--- src/rtl/tx_byte_fifo.sv ---
// Elastic byte FIFO between the interpreter output and the AVR UART transmit port.
// Bytes drain in write order, one new_tx_data strobe per byte, with a busy holdoff after each strobe.
module tx_byte_fifo #(
    parameter int DEPTH_LOG2 = 4,
    parameter int HOLDOFF    = 2
) (
    input  logic                  clk,
    input  logic                  rst_n,
    input  logic [7:0]            in_data,
    input  logic                  in_send,
    output logic                  in_busy,
    output logic [7:0]            tx_data,
    output logic                  new_tx_data,
    input  logic                  tx_busy,
    output logic [DEPTH_LOG2:0]   count,
    output logic                  overflow,
    output logic [1:0]            state_dbg
);

    localparam int DEPTH = 1 << DEPTH_LOG2;
    localparam logic [DEPTH_LOG2:0]   FULL_COUNT = (DEPTH_LOG2 + 1)'(DEPTH);
    localparam logic [DEPTH_LOG2:0]   CNT_ONE    = (DEPTH_LOG2 + 1)'(1);
    localparam logic [DEPTH_LOG2-1:0] PTR_ONE    = DEPTH_LOG2'(1);
    localparam logic [3:0]            HOLD_INIT  = 4'(HOLDOFF - 1);

    typedef enum logic [1:0] {
        IDLE = 2'd0,
        SEND = 2'd1,
        HOLD = 2'd2
    } state_t;

    state_t                state;
    state_t                state_next;
    logic [3:0]            hold_cnt;
    logic [3:0]            hold_next;
    logic [DEPTH_LOG2-1:0] wr_ptr;
    logic [DEPTH_LOG2-1:0] rd_ptr;
    logic [DEPTH_LOG2:0]   count_next;
    logic [7:0]            mem [DEPTH];

    logic empty;
    logic full;
    logic push;
    logic pop;

    // Full is judged on the pre-pop count, so a pop never makes room for a same-cycle write.
    assign empty     = (count == '0);
    assign full      = (count == FULL_COUNT);
    assign push      = in_send && !full;
    assign pop       = (state == IDLE) && !empty && !tx_busy;
    assign state_dbg = state;

    always_comb begin
        state_next = state;
        hold_next  = hold_cnt;
        case (state)
            IDLE: begin
                if (pop) begin
                    state_next = SEND;
                end
            end
            SEND: begin
                hold_next  = HOLD_INIT;
                state_next = HOLD;
            end
            HOLD: begin
                // tx_busy is deliberately not looked at here: the link raises it late.
                if (hold_cnt == 4'd0) begin
                    state_next = IDLE;
                end else begin
                    hold_next = hold_cnt - 4'd1;
                end
            end
            default: begin
                state_next = IDLE;
            end
        endcase
    end

    always_comb begin
        count_next = count;
        case ({push, pop})
            2'b10:   count_next = count + CNT_ONE;
            2'b01:   count_next = count - CNT_ONE;
            default: count_next = count;
        endcase
    end

    always_ff @(posedge clk) begin
        if (!rst_n) begin
            state       <= IDLE;
            hold_cnt    <= 4'd0;
            wr_ptr      <= '0;
            rd_ptr      <= '0;
            count       <= '0;
            in_busy     <= 1'b0;
            tx_data     <= 8'h00;
            new_tx_data <= 1'b0;
            overflow    <= 1'b0;
        end else begin
            state       <= state_next;
            hold_cnt    <= hold_next;
            count       <= count_next;
            in_busy     <= (count_next == FULL_COUNT);
            new_tx_data <= (state_next == SEND);
            if (push) begin
                wr_ptr <= wr_ptr + PTR_ONE;
            end
            if (pop) begin
                tx_data <= mem[rd_ptr];
                rd_ptr  <= rd_ptr + PTR_ONE;
            end
            if (in_send && full) begin
                overflow <= 1'b1;
            end
        end
    end

    // Storage has no reset; contents behind the pointers are never observed.
    always_ff @(posedge clk) begin
        if (rst_n && push) begin
            mem[wr_ptr] <= in_data;
        end
    end

endmodule

--- config.mk ---
export PLATFORM = sky130hd
export DESIGN_NAME = tx_byte_fifo
export DESIGN_NICKNAME = d
export VERILOG_FILES = /design/src/rtl/tx_byte_fifo.sv
export SDC_FILE = /design/constraint.sdc
export NUM_CORES = 1
export LEC_CHECK = 0
export ABC_AREA = 1
export BUFFER_PORTS_ARGS = -buffer_cell sky130_fd_sc_hd__buf_2
export CAP_MARGIN = 15
export CORE_ASPECT_RATIO = 1.2
export CORE_MARGIN = 1
export CORE_UTILIZATION = 40
export DETAILED_ROUTE_END_ITERATION = 6
export SLEW_MARGIN = 20
export SYNTH_ARGS = -nofsm -noshare
export SYNTH_HDL_FRONTEND = slang
export SYNTH_SLANG_ARGS = --single-unit
--- constraint.sdc ---
create_clock -name clk -period 3 [get_ports clk]
set_input_delay 0.6 -clock clk [delete_from_list [all_inputs] [get_ports clk]]
set_output_delay 0.6 -clock clk [all_outputs]
set_load 0.01 [all_outputs]
==> summary.md <==
| Metric | Value |
|---|---|
| Status | `finished clean` |
| Post-route clock period utilization | `0.812` |
| CTS Sinks | `approximately 160` |
| Post-synth top area cell | `edfxtp_1` |
| Peak VDD IR | `between 0.3 and 0.4 mV` |
| Placed insts | `860` |
| Final Non-Filler Cells | `891` |
| Period minus WS final | `~2.4 ns` |
| Synth cell types | `29` |
| Synth top cells by count | `151 x nor2_1, 128 x edfxtp_1, 60 x nand3_1` |
| Slew Limit Fails | `0` |
| Grt ovf | `0` |
| CP required | `around 3.4 ns` |
| WHS Endpoint | `overflow` |
| Number of inserted diodes | `0` |
| Max_cap viols | `0` |
| Worst-Skew Late Latency | `0.42 ns` |
| Post-CTS Setup Bufs | `0` |
| ANT nets after route | `0` |
| Fmax | `between 400 and 500 MHz` |
| Commonest register cell after synthesis | `edfxtp_1` |
| Initial antenna violation count | `0` |
| Iteration-0 DRC Markers | `280` |
| Post-synthesis sequential area ratio | `0.665` |
| Via density | `5.13` |
| Critical path arrival | `2.79 ns` |
| Hold WC Path Type | `in -> reg` |
| Routed vias | `4,571` |
| Worst slew pin tran | `0.792 ns` |
| Placer Congestion | `about 0.79` |
| Hold_buf cts | `0` |
| Post-route setup TNS | `0 ns` |
| Synth warn | `0` |
| Mapped Area | `6680 sq um` |
| Reg-to-Reg Start | `count[3]` |
| Final Hold Viols | `0` |
| Number of synthesized flops with an enable pin | `roughly 130` |
| Area contributors post-synth | `edfxtp_1 58%, dfxtp_1 9.0%, nor2_1 8.5%` |
| Root Buffer | `clkbuf_16` |
| Global-route wire length before repair | `23.4 mm` |
| Overall power | `6.51 mW` |
| Worst Skew | `0.00808 ns` |
| Synthesized flop and latch total | `158` |
| CP Capture Type | `flop` |
| Final worst slack | `0.563 ns` |
| Count leader, synth | `nor2_1` |
| Syn avg cell area | `about 11 sq um` |
| Port Buf Inserts | `29` |
| CP Launch Type | `flop` |
| Largest net degree at the start of global routing | `67` |
| CTS Buffer Depth | `2` |
| Wire per inst | `between 15 and 20 um` |
| CP Class | `reg -> reg` |
| RSZ-0062 raised after global routing | `false` |
| Die width | `120 um` |
| Final instance area | `7620 sq um` |
| Slew headroom | `0.470` |
| Final core occ | `0.468` |
| Core box area | `16,300 sq um` |
| P&R area growth vs syn | `14.0%` |
| Reg2reg setup slack | `around 0.56 ns` |
| Drt drc | `0` |
| Leak Pwr | `approximately 2.8 nW` |
| Starting Density | `0.411` |
| TritonCTS buffer count | `17` |
| Drt first pass iters | `5` |
| Post-CTS Resized | `0` |
| Worst Hold Path Cells | `3` |
| Clk pin slew, worst setup/hold paths | `approximately 0.060 ns` |
| Via count of the first global-routing pass | `4,502` |
| R2r endpoint | `in_busy` |
| Placed Area | `7060 sq um` |
| Yosys top cell area share | `0.575` |
| Maximum fanout along the worst path | `8` |
| Asr flop ratio synth | `0` |
| Htree depth | `4` |
| Setup Viol. Count Final | `0` |
| Number of nets in the final layout | `688` |
| Reg2Reg Depth | `15` |
| CTS tree | `done` |
| Power density cells | `854 nW/um^2` |
| HP Start | `in_send` |
| Share of layout cells above drive strength 1 | `0.143` |
| Die Ht | `around 140 um` |
| DP HPWL | `9.37 mm` |
| Row count | `51` |
| DIE AREA | `17,200 sq um` |
| Place WS | `0.400 ns` |
| Syn Inst Count | `630` |
| IO Pins | `30` |
| Worst hold slack | `0.457 ns` |
| Final wirelength | `around 15 mm` |
| GRT Overall Usage | `0.186` |
| Syn_nets | `651` |
[placed cells by master, fill, tap and decap left out, types with 8 or more instances in the layout]
cell type and instances:
a21oi_1 14, buf_2 29, buf_4 21, clkbuf_16 17, dfxtp_1 29, edfxtp_1 128
ha_1 9, inv_1 36, nand2_1 51, nand3_1 60, nor2_1 151, nor2_2 9
nor3_1 9, o211ai_1 8, o21ai_0 44, o21ai_1 28
[flip-flops by register name, indices dropped and copies added (netlist names)]
register	count
tx_data	8
count	5
in_busy	1
rd_ptr	4
mem	128
wr_ptr	4
hold_cnt	4
overflow	1
state_dbg	2
new_tx_data	1
[worst max-delay path, stage by stage (launching register included)]
cell,delay (ns)
dfxtp_1,0.37
nor2_1,0.10
nand3_1,0.10
or2_4,0.26
nand2_4,0.10
inv_2,0.04
ha_1,0.26
nand2_1,0.10
inv_1,0.05
nor2_1,0.14
ha_1,0.25
o21ai_0,0.20
nand2_1,0.08
nor2_1,0.12
nand3_1,0.09
nor2_1,0.11
[how the worst max path moves through the flow]
stage             start       to  slack, ns  depth (start not counted)
6_report       count[3]  in_busy       0.56                         15
5_1_grt        count[0]  in_busy       0.32                         20
4_1_cts        count[3]  in_busy       0.56                         15
3_5_place_dp    tx_busy  in_busy       0.40                         14
3_3_place_gp    tx_busy  in_busy       0.42                         14
2_1_floorplan   tx_busy  in_busy       0.56                         15
[final cells by class]
| class | instances | area [sq um] |
|---|---|---|
| Timing Repair Buffer | 50 | 303 |
| Sequential cell | 158 | 4450 |
| Fill cell | 1482 | 8660 |
| Clock buffer | 19 | 433 |
| Multi-Input combinational cell | 398 | 1890 |
| Clock inverter | 12 | 123 |
| Inverter | 42 | 158 |
| Tap cell | 212 | 265 |
[logic make-up after synthesis]
group | count (synthesis) | share of synthesized area
AND/OR/NAND/NOR | 287 | 0.182
flip-flops | 158 | 0.665
AO/OA/AOI/OAI | 96 | 0.0757
buffers and inverters | 74 | 0.0521
adder cells (fa/ha/maj) | 9 | 0.0169
XOR/XNOR | 6 | 0.00787
[power by group]
group	internal, mW	switching, mW
Combinational	0.620	1.26
Sequential	2.51	0.101
Clock	1.21	0.816
Total	4.33	2.17
[layer usage]
layer  part of all wire  vias up  GRT usage
met4              0.034        0     0.0987
met1               0.43     2205      0.222
met5                  0        -          0
met3              0.038       29     0.0448
met2               0.50      118      0.312
li1                   -     2219          -
(Power assumes the default switching activity.)
